**config.mk**
```make
export PLATFORM = sky130hd
export DESIGN_NAME = avalon_bus_arbiter
export DESIGN_NICKNAME = d
export VERILOG_FILES = /design/src/rtl/mips_bus_pkg.sv /design/src/rtl/bus_watchdog.sv /design/src/rtl/avalon_bus_arbiter.sv
export SDC_FILE = /design/constraint.sdc
export NUM_CORES = 1
export LEC_CHECK = 0
export CORE_ASPECT_RATIO = 0.75
export CORE_MARGIN = 5
export CORE_UTILIZATION = 37
export DETAILED_ROUTE_END_ITERATION = 12
export PLACE_DENSITY = 0.87
export SYNTH_ARGS = -nofsm -noshare
export SYNTH_HDL_FRONTEND = slang
export SYNTH_SLANG_ARGS = --single-unit
```
**constraint.sdc**
```tcl
create_clock -name clk -period 2 [get_ports clk]
set_input_delay 0.4 -clock clk [delete_from_list [all_inputs] [get_ports clk]]
set_output_delay 0.4 -clock clk [all_outputs]
set_load 0.01 [all_outputs]
```
**src/rtl/mips_bus_pkg.sv**
```systemverilog
// Shared types and constants for the CPU-side Avalon-MM bus arbiter.
package mips_bus_pkg;

  // Arbiter sequencing states: one access in flight at a time.
  typedef enum logic [2:0] {
    IDLE    = 3'd0,
    FETCH   = 3'd1,
    DATA_RD = 3'd2,
    DATA_WR = 3'd3,
    DONE    = 3'd4
  } arb_state_t;

  // Full-word lane mask used for instruction fetches on a 32-bit bus.
  localparam logic [3:0] BE_WORD = 4'hF;

  // Which requester wins the bus in an IDLE cycle.
  typedef logic [1:0] grant_t;
  localparam grant_t GNT_NONE    = 2'd0;
  localparam grant_t GNT_FETCH   = 2'd1;
  localparam grant_t GNT_DATA_RD = 2'd2;
  localparam grant_t GNT_DATA_WR = 2'd3;

endpackage

```
**src/rtl/bus_watchdog.sv**
```systemverilog
// Counts consecutive waitrequest cycles of one bus access and flags when
// the slave has stalled for TIMEOUT cycles. TIMEOUT=0 disables it.
module bus_watchdog #(
  parameter int TIMEOUT = 255
) (
  input  logic clk,
  input  logic reset,
  input  logic clear,
  input  logic busy,
  output logic expired
);

  localparam int CW = (TIMEOUT > 1) ? $clog2(TIMEOUT) : 1;
  // The count holds busy cycles already elapsed, so the final one is TIMEOUT-1.
  localparam logic [CW-1:0] LAST = (TIMEOUT > 0) ? CW'(TIMEOUT - 1) : '0;

  logic [CW-1:0] count_q;
  logic [CW-1:0] count_d;

  assign expired = (TIMEOUT != 0) && busy && (count_q == LAST);

  // Next count: restart outside accesses, advance on each stalled cycle.
  always_comb begin
    count_d = count_q;
    if (clear) begin
      count_d = '0;
    end else if (busy && !expired) begin
      count_d = count_q + CW'(1);
    end
  end

  // Count register with synchronous active-low reset.
  always_ff @(posedge clk) begin
    if (!reset) begin
      count_q <= '0;
    end else begin
      count_q <= count_d;
    end
  end

endmodule

```
**src/rtl/avalon_bus_arbiter.sv**
```systemverilog
// Shares the CPU's single Avalon-MM master between instruction fetch and
// data load/store. Sequences one access at a time through waitrequest,
// returns read data with a one-cycle valid strobe and stalls the core via
// pause while an access is pending.
module avalon_bus_arbiter
  import mips_bus_pkg::*;
#(
  parameter int ADDR_W  = 32,
  parameter int DATA_W  = 32,
  parameter int TIMEOUT = 255
) (
  input  logic                  clk,
  input  logic                  reset,
  input  logic                  fetch_req,
  input  logic [ADDR_W-1:0]     fetch_addr,
  output logic [DATA_W-1:0]     fetch_rdata,
  output logic                  fetch_valid,
  input  logic                  data_read,
  input  logic                  data_write,
  input  logic [ADDR_W-1:0]     data_addr,
  input  logic [DATA_W-1:0]     data_wdata,
  input  logic [DATA_W/8-1:0]   data_byteenable,
  output logic [DATA_W-1:0]     data_rdata,
  output logic                  data_valid,
  output logic                  pause,
  output logic                  bus_error,
  output logic [ADDR_W-1:0]     avm_address,
  output logic                  avm_read,
  output logic                  avm_write,
  output logic [DATA_W-1:0]     avm_writedata,
  output logic [DATA_W/8-1:0]   avm_byteenable,
  input  logic [DATA_W-1:0]     avm_readdata,
  input  logic                  avm_waitrequest
);

  arb_state_t            state_q,          state_d;
  logic [ADDR_W-1:0]     avm_address_q,    avm_address_d;
  logic                  avm_read_q,       avm_read_d;
  logic                  avm_write_q,      avm_write_d;
  logic [DATA_W-1:0]     avm_writedata_q,  avm_writedata_d;
  logic [DATA_W/8-1:0]   avm_byteenable_q, avm_byteenable_d;
  logic [DATA_W-1:0]     fetch_rdata_q,    fetch_rdata_d;
  logic [DATA_W-1:0]     data_rdata_q,     data_rdata_d;
  logic                  fetch_valid_q,    fetch_valid_d;
  logic                  data_valid_q,     data_valid_d;
  logic                  bus_error_q,      bus_error_d;

  grant_t grant;
  logic   in_access;
  logic   wd_clear;
  logic   wd_busy;
  logic   wd_expired;

  // The bus is word addressed; data byte offsets are carried by byteenable.
  logic   unused_data_lsb;
  assign  unused_data_lsb = ^data_addr[1:0];

  assign in_access = (state_q == FETCH) || (state_q == DATA_RD) || (state_q == DATA_WR);
  assign wd_clear  = !in_access;
  assign wd_busy   = in_access && avm_waitrequest;

  bus_watchdog #(
    .TIMEOUT (TIMEOUT)
  ) u_watchdog (
    .clk     (clk),
    .reset   (reset),
    .clear   (wd_clear),
    .busy    (wd_busy),
    .expired (wd_expired)
  );

  // Fixed priority: the data access belongs to the instruction already in
  // the pipeline, so it must go before the next fetch.
  always_comb begin
    grant = GNT_NONE;
    if (data_write) begin
      grant = GNT_DATA_WR;
    end else if (data_read) begin
      grant = GNT_DATA_RD;
    end else if (fetch_req) begin
      grant = GNT_FETCH;
    end
  end

  // Next-state and registered-output logic for the access sequencer.
  always_comb begin
    state_d          = state_q;
    avm_address_d    = avm_address_q;
    avm_read_d       = avm_read_q;
    avm_write_d      = avm_write_q;
    avm_writedata_d  = avm_writedata_q;
    avm_byteenable_d = avm_byteenable_q;
    fetch_rdata_d    = fetch_rdata_q;
    data_rdata_d     = data_rdata_q;
    fetch_valid_d    = 1'b0;
    data_valid_d     = 1'b0;
    bus_error_d      = bus_error_q;

    case (state_q)
      IDLE: begin
        case (grant)
          GNT_DATA_WR: begin
            state_d          = DATA_WR;
            avm_address_d    = {data_addr[ADDR_W-1:2], 2'b00};
            avm_write_d      = 1'b1;
            avm_writedata_d  = data_wdata;
            avm_byteenable_d = data_byteenable;
            // Read and write together is a control fault; the write wins.
            if (data_read) begin
              bus_error_d = 1'b1;
            end
          end
          GNT_DATA_RD: begin
            state_d          = DATA_RD;
            avm_address_d    = {data_addr[ADDR_W-1:2], 2'b00};
            avm_read_d       = 1'b1;
            avm_byteenable_d = data_byteenable;
          end
          GNT_FETCH: begin
            if (fetch_addr[1:0] != 2'b00) begin
              // A misaligned PC never reaches the bus; return a zero word.
              state_d       = DONE;
              fetch_rdata_d = '0;
              fetch_valid_d = 1'b1;
              bus_error_d   = 1'b1;
            end else begin
              state_d          = FETCH;
              avm_address_d    = fetch_addr;
              avm_read_d       = 1'b1;
              avm_byteenable_d = '1;
            end
          end
          default: ;
        endcase
      end

      FETCH, DATA_RD, DATA_WR: begin
        if (!avm_waitrequest || wd_expired) begin
          state_d     = DONE;
          avm_read_d  = 1'b0;
          avm_write_d = 1'b0;
          if (avm_waitrequest) begin
            bus_error_d = 1'b1;
          end
          case (state_q)
            FETCH: begin
              fetch_rdata_d = avm_waitrequest ? '0 : avm_readdata;
              fetch_valid_d = 1'b1;
            end
            DATA_RD: begin
              data_rdata_d = avm_waitrequest ? '0 : avm_readdata;
              data_valid_d = 1'b1;
            end
            default: begin
              data_valid_d = 1'b1;
            end
          endcase
        end
      end

      DONE: begin
        state_d = IDLE;
      end

      default: begin
        state_d = IDLE;
      end
    endcase
  end

  // Sequencer registers; reset abandons any access in flight.
  always_ff @(posedge clk) begin
    if (!reset) begin
      state_q          <= IDLE;
      avm_address_q    <= '0;
      avm_read_q       <= 1'b0;
      avm_write_q      <= 1'b0;
      avm_writedata_q  <= '0;
      avm_byteenable_q <= '0;
      fetch_rdata_q    <= '0;
      data_rdata_q     <= '0;
      fetch_valid_q    <= 1'b0;
      data_valid_q     <= 1'b0;
      bus_error_q      <= 1'b0;
    end else begin
      state_q          <= state_d;
      avm_address_q    <= avm_address_d;
      avm_read_q       <= avm_read_d;
      avm_write_q      <= avm_write_d;
      avm_writedata_q  <= avm_writedata_d;
      avm_byteenable_q <= avm_byteenable_d;
      fetch_rdata_q    <= fetch_rdata_d;
      data_rdata_q     <= data_rdata_d;
      fetch_valid_q    <= fetch_valid_d;
      data_valid_q     <= data_valid_d;
      bus_error_q      <= bus_error_d;
    end
  end

  // Stall while a request waits for the bus or an access is in flight; the
  // DONE cycle releases the core so it consumes the valid data.
  assign pause = ((state_q == IDLE) && (data_read || data_write || fetch_req)) ||
                 ((state_q != IDLE) && (state_q != DONE));

  assign avm_address    = avm_address_q;
  assign avm_read       = avm_read_q;
  assign avm_write      = avm_write_q;
  assign avm_writedata  = avm_writedata_q;
  assign avm_byteenable = avm_byteenable_q;
  assign fetch_rdata    = fetch_rdata_q;
  assign data_rdata     = data_rdata_q;
  assign fetch_valid    = fetch_valid_q;
  assign data_valid     = data_valid_q;
  assign bus_error      = bus_error_q;

endmodule

```
==> impl_metrics.py <==
metrics = {
    "pwr": {
        "internal_power_mw": 7.74,
        "power_frac_seq": 0.336,
        "sw_frac_of_total": 0.335,
        "max-vdd-ir-drop_mv": 0.675,
        "p_per_area_nw_per_um2": 1200,
        "p_leak_nw": 3.75,
        "p_switching_mw": 3.91,
        "clkPwrFrac": 0.266,
        "combPwrFrac": 0.397,
        "power_mw": 11.7,
    },
    "clocking": {
        "htreeDepth": 4,
        "clockBufferDepth": 2,
        "numCtsBuffers": 17,
        "clk_pin_slew_ns": 0.06,
        "cts_tree": "done",
        "cts_hold_buf": 0,
        "cts_sinks": 148,
        "clk_latency_ns": 0.42,
        "root_buffer": "clkbuf_16",
        "post_cts_buffers": 0,
    },
    "drt": {
        "routed-via-count": 5629,
        "routed_wl_um": 18900,
        "drc": 0,
        "drt_iter0_drc": 267,
        "wl_per_cell_um": 16.4,
        "drtAntennaViolNets": 0,
        "drt_pass1_iterations": 4,
        "routed_via_density": 4.91,
    },
    "die": {
        "dieWidth_um": 157,
        "core_area_um2": 15900,
        "die_h_um": 120,
        "initial_core_util": 0.375,
        "num_io_pins": 276,
        "rows": 40,
        "dieArea_um2": 18800,
    },
    "timing": {
        "fin_tns_setup_ns": 0,
        "fin_crit_sh": 0.960,
        "postLayoutSetupSlackWorst_ns": 0.0796,
        "drv_slew": 0,
        "fmax_mhz": 521,
        "setup-violations-final": 0,
        "fin_crit_ns": 1.92,
        "timing.slew.headroom": 0.612,
        "rsz0062_at_grt": "false",
        "finalClockSkew_ns": 0.0113,
        "hold_viol_final": 0,
        "worst_slew_pin_slew_ns": 0.583,
    },
    "final_layout": {
        "final_core_util": 0.611,
        "areaGrowthSynthToFinish_pct": 63.0,
        "multiInputGateArea_um2": 2790,
        "diodes": 0,
        "drive_gt1_frac": 0.0971,
        "layout.cells.non_filler": 1147,
        "regArea_um2": 2960,
        "layout.nets": 1067,
        "fill_cells": 1347,
    },
    "setup_path": {
        "start_kind": "primary input",
        "crit_fanout": 35,
        "path_delay_family": "buffers and inverters",
        "max_stage_delay_ns": 0.51,
        "cp_num_buf_inv": 3,
        "crit_arrival_ns": 2.19,
        "path_cells": "clkdlybuf4s50_1 > inv_1 > a21o_1 > ha_4 > o21ai_2 > o211a_2 > bufbuf_16 > a211oi_1",
        "slowest_stage": "clkdlybuf4s50_1",
        "cp.required_ns": 2.27,
        "endpoint_kind": "flop",
        "timing_worst_setup_path_type": "in -> reg",
    },
    "global_route": {
        "grt_antenna_before_repair": 0,
        "grt_pass1_wl_um": 28900,
        "overflow": 0,
        "gr-usage-all-layers": 0.191,
        "grt_pass1_vias": 5583,
        "grt_max_degree": 51,
    },
    "logic_synthesis": {
        "synth_edf_count": 0,
        "synth-seq-cells": 148,
        "async_reset_ff_frac": 0,
        "yosysMostFrequentCell": "dfxtp_1",
        "yosys.cell_types.count": 42,
        "syn_area_per_cell_um2": 9.20,
        "yosys.area.top_type_share": 0.496,
        "seq_area_frac_synth": 0.496,
        "synthTopCellsByCount": "dfxtp_1 (148), nand2_1 (134), mux2i_1 (64), nor2_1 (47), a21oi_1 (38)",
        "synth_area_leaders": "dfxtp_1 (50%), mux2i_1 (11%), nand2_1 (8.4%)",
        "netlist_instances": 649,
        "ys.flop_type": "dfxtp_1",
        "netlist_area_um2": 5970,
        "yosys_warnings": 0,
        "syn_nets": 792,
        "yosysTopAreaCell": "dfxtp_1",
    },
    "outcome": {
        "outcome": "finished clean",
    },
    "placed_design": {
        "gp_congestion": 0.826,
        "post-place-ws_ns": -0.486,
        "io_buffers": 273,
        "hpwl_um": 13500,
        "dpl.cell_count": 1113,
    },
    "hold_path": {
        "hold_path.class": "reg -> reg",
    },
    "run": {
        "drv_cap": 0,
    },
}
-- layer usage --
| layer | track usage | vias up | part of all wire |
|---|---|---|---|
| li1 | - | 2796 | - |
| met1 | 0.220 | 2618 | 0.40 |
| met2 | 0.322 | 188 | 0.48 |
| met3 | 0.0793 | 27 | 0.094 |
| met4 | 0.0612 | 0 | 0.018 |
| met5 | 0 | - | 0 |
-- state kept, by name (all words and copies together), names as in the netlist --
| name | count |
|---|---|
| avm_address | 32 |
| avm_writedata | 32 |
| data_rdata | 32 |
| fetch_rdata | 32 |
| u_watchdog.count_q | 8 |
| avm_byteenable | 4 |
| state_q | 3 |
| avm_read | 1 |
| avm_write | 1 |
| bus_error | 1 |
| data_valid | 1 |
| fetch_valid | 1 |
-- final cells by class --
| cell class | count | share of cell area |
|---|---|---|
| Tap cell | 210 | 0.0270 |
| Timing Repair Buffer | 308 | 0.320 |
| Clock inverter | 13 | 0.0123 |
| Multi-Input combinational cell | 442 | 0.287 |
| Clock buffer | 19 | 0.0465 |
| Inverter | 7 | 0.00270 |
| Sequential cell | 148 | 0.304 |
-- cells by family after synthesis --
logic type,synth area share
compound gates,0.158
xor+xnor,0.00294
fa+ha+maj,0.0105
buf+inv,0.0472
flops,0.496
mux,0.107
simple gates,0.178
-- through the flow --
step	cell area [um2]	hold slack [ns]
floorplan	5970	0.465
global placement	9050	0.441
detailed placement	9050	0.446
CTS	9650	0.454
global route	9730	0.480
finish	9730	0.455
-- cells in the final DEF, fill, tap and decap left out, types with 4 or more instances in the layout --
master / n
a211oi_1: 30
a211oi_2: 6
a21oi_1: 38
a22o_1: 32
buf_12: 5
buf_4: 27
clkbuf_16: 18
clkdlybuf4s50_1: 272
clkinv_2: 4
dfxtp_1: 148
ha_1: 4
inv_1: 6
inv_6: 5
mux2i_1: 63
nand2_1: 134
nand3_1: 5
nor2_1: 46
nor2b_1: 32
nor3b_1: 4
o21ai_0: 9
-- timing repair --
action,CTS,global route
resized for setup,7,10
gates cloned,1,1
endpoints found under the setup margin,38,24
pin swaps,0,0
-- worst register-to-register path, cell delays in order, from the launching register on --
cell and delay (ns):
dfxtp_1 0.34, inv_1 0.07, ha_1 0.16, nand3_1 0.16, o21ai_0 0.30, a31oi_2 0.16
buf_12 0.20, a22o_1 0.29
-- power by group through the flow --
stage | clock (mW) | combinational, mW | sequential (mW)
finish | 3.10 | 4.63 | 3.92
floorplan | 0 | 2.09 | 4.18
global route | 3.30 | 5.01 | 4.00
CTS | 3.15 | 4.62 | 3.92
global placement | 0 | 4.39 | 3.95
detailed placement | 0 | 4.45 | 3.98
-- path summary, 6_finish.rpt --
path                                                          from  slack [ns]                             end  cells past startpoint
worst min register to register      avm_writedata[31]$_SDFFE_PN0P_        0.45  avm_writedata[31]$_SDFFE_PN0P_                      2
worst max register to register  u_watchdog.count_q[0]$_SDFFE_PN0P_        0.22     data_rdata[11]$_SDFFE_PN0P_                      7
worst min-delay path                avm_writedata[31]$_SDFFE_PN0P_        0.45  avm_writedata[31]$_SDFFE_PN0P_                      2
worst max-delay path                                     data_read        0.08    avm_address[10]$_SDFFE_PN0P_                      8
Note: power is estimated with default switching activity, not from simulation.
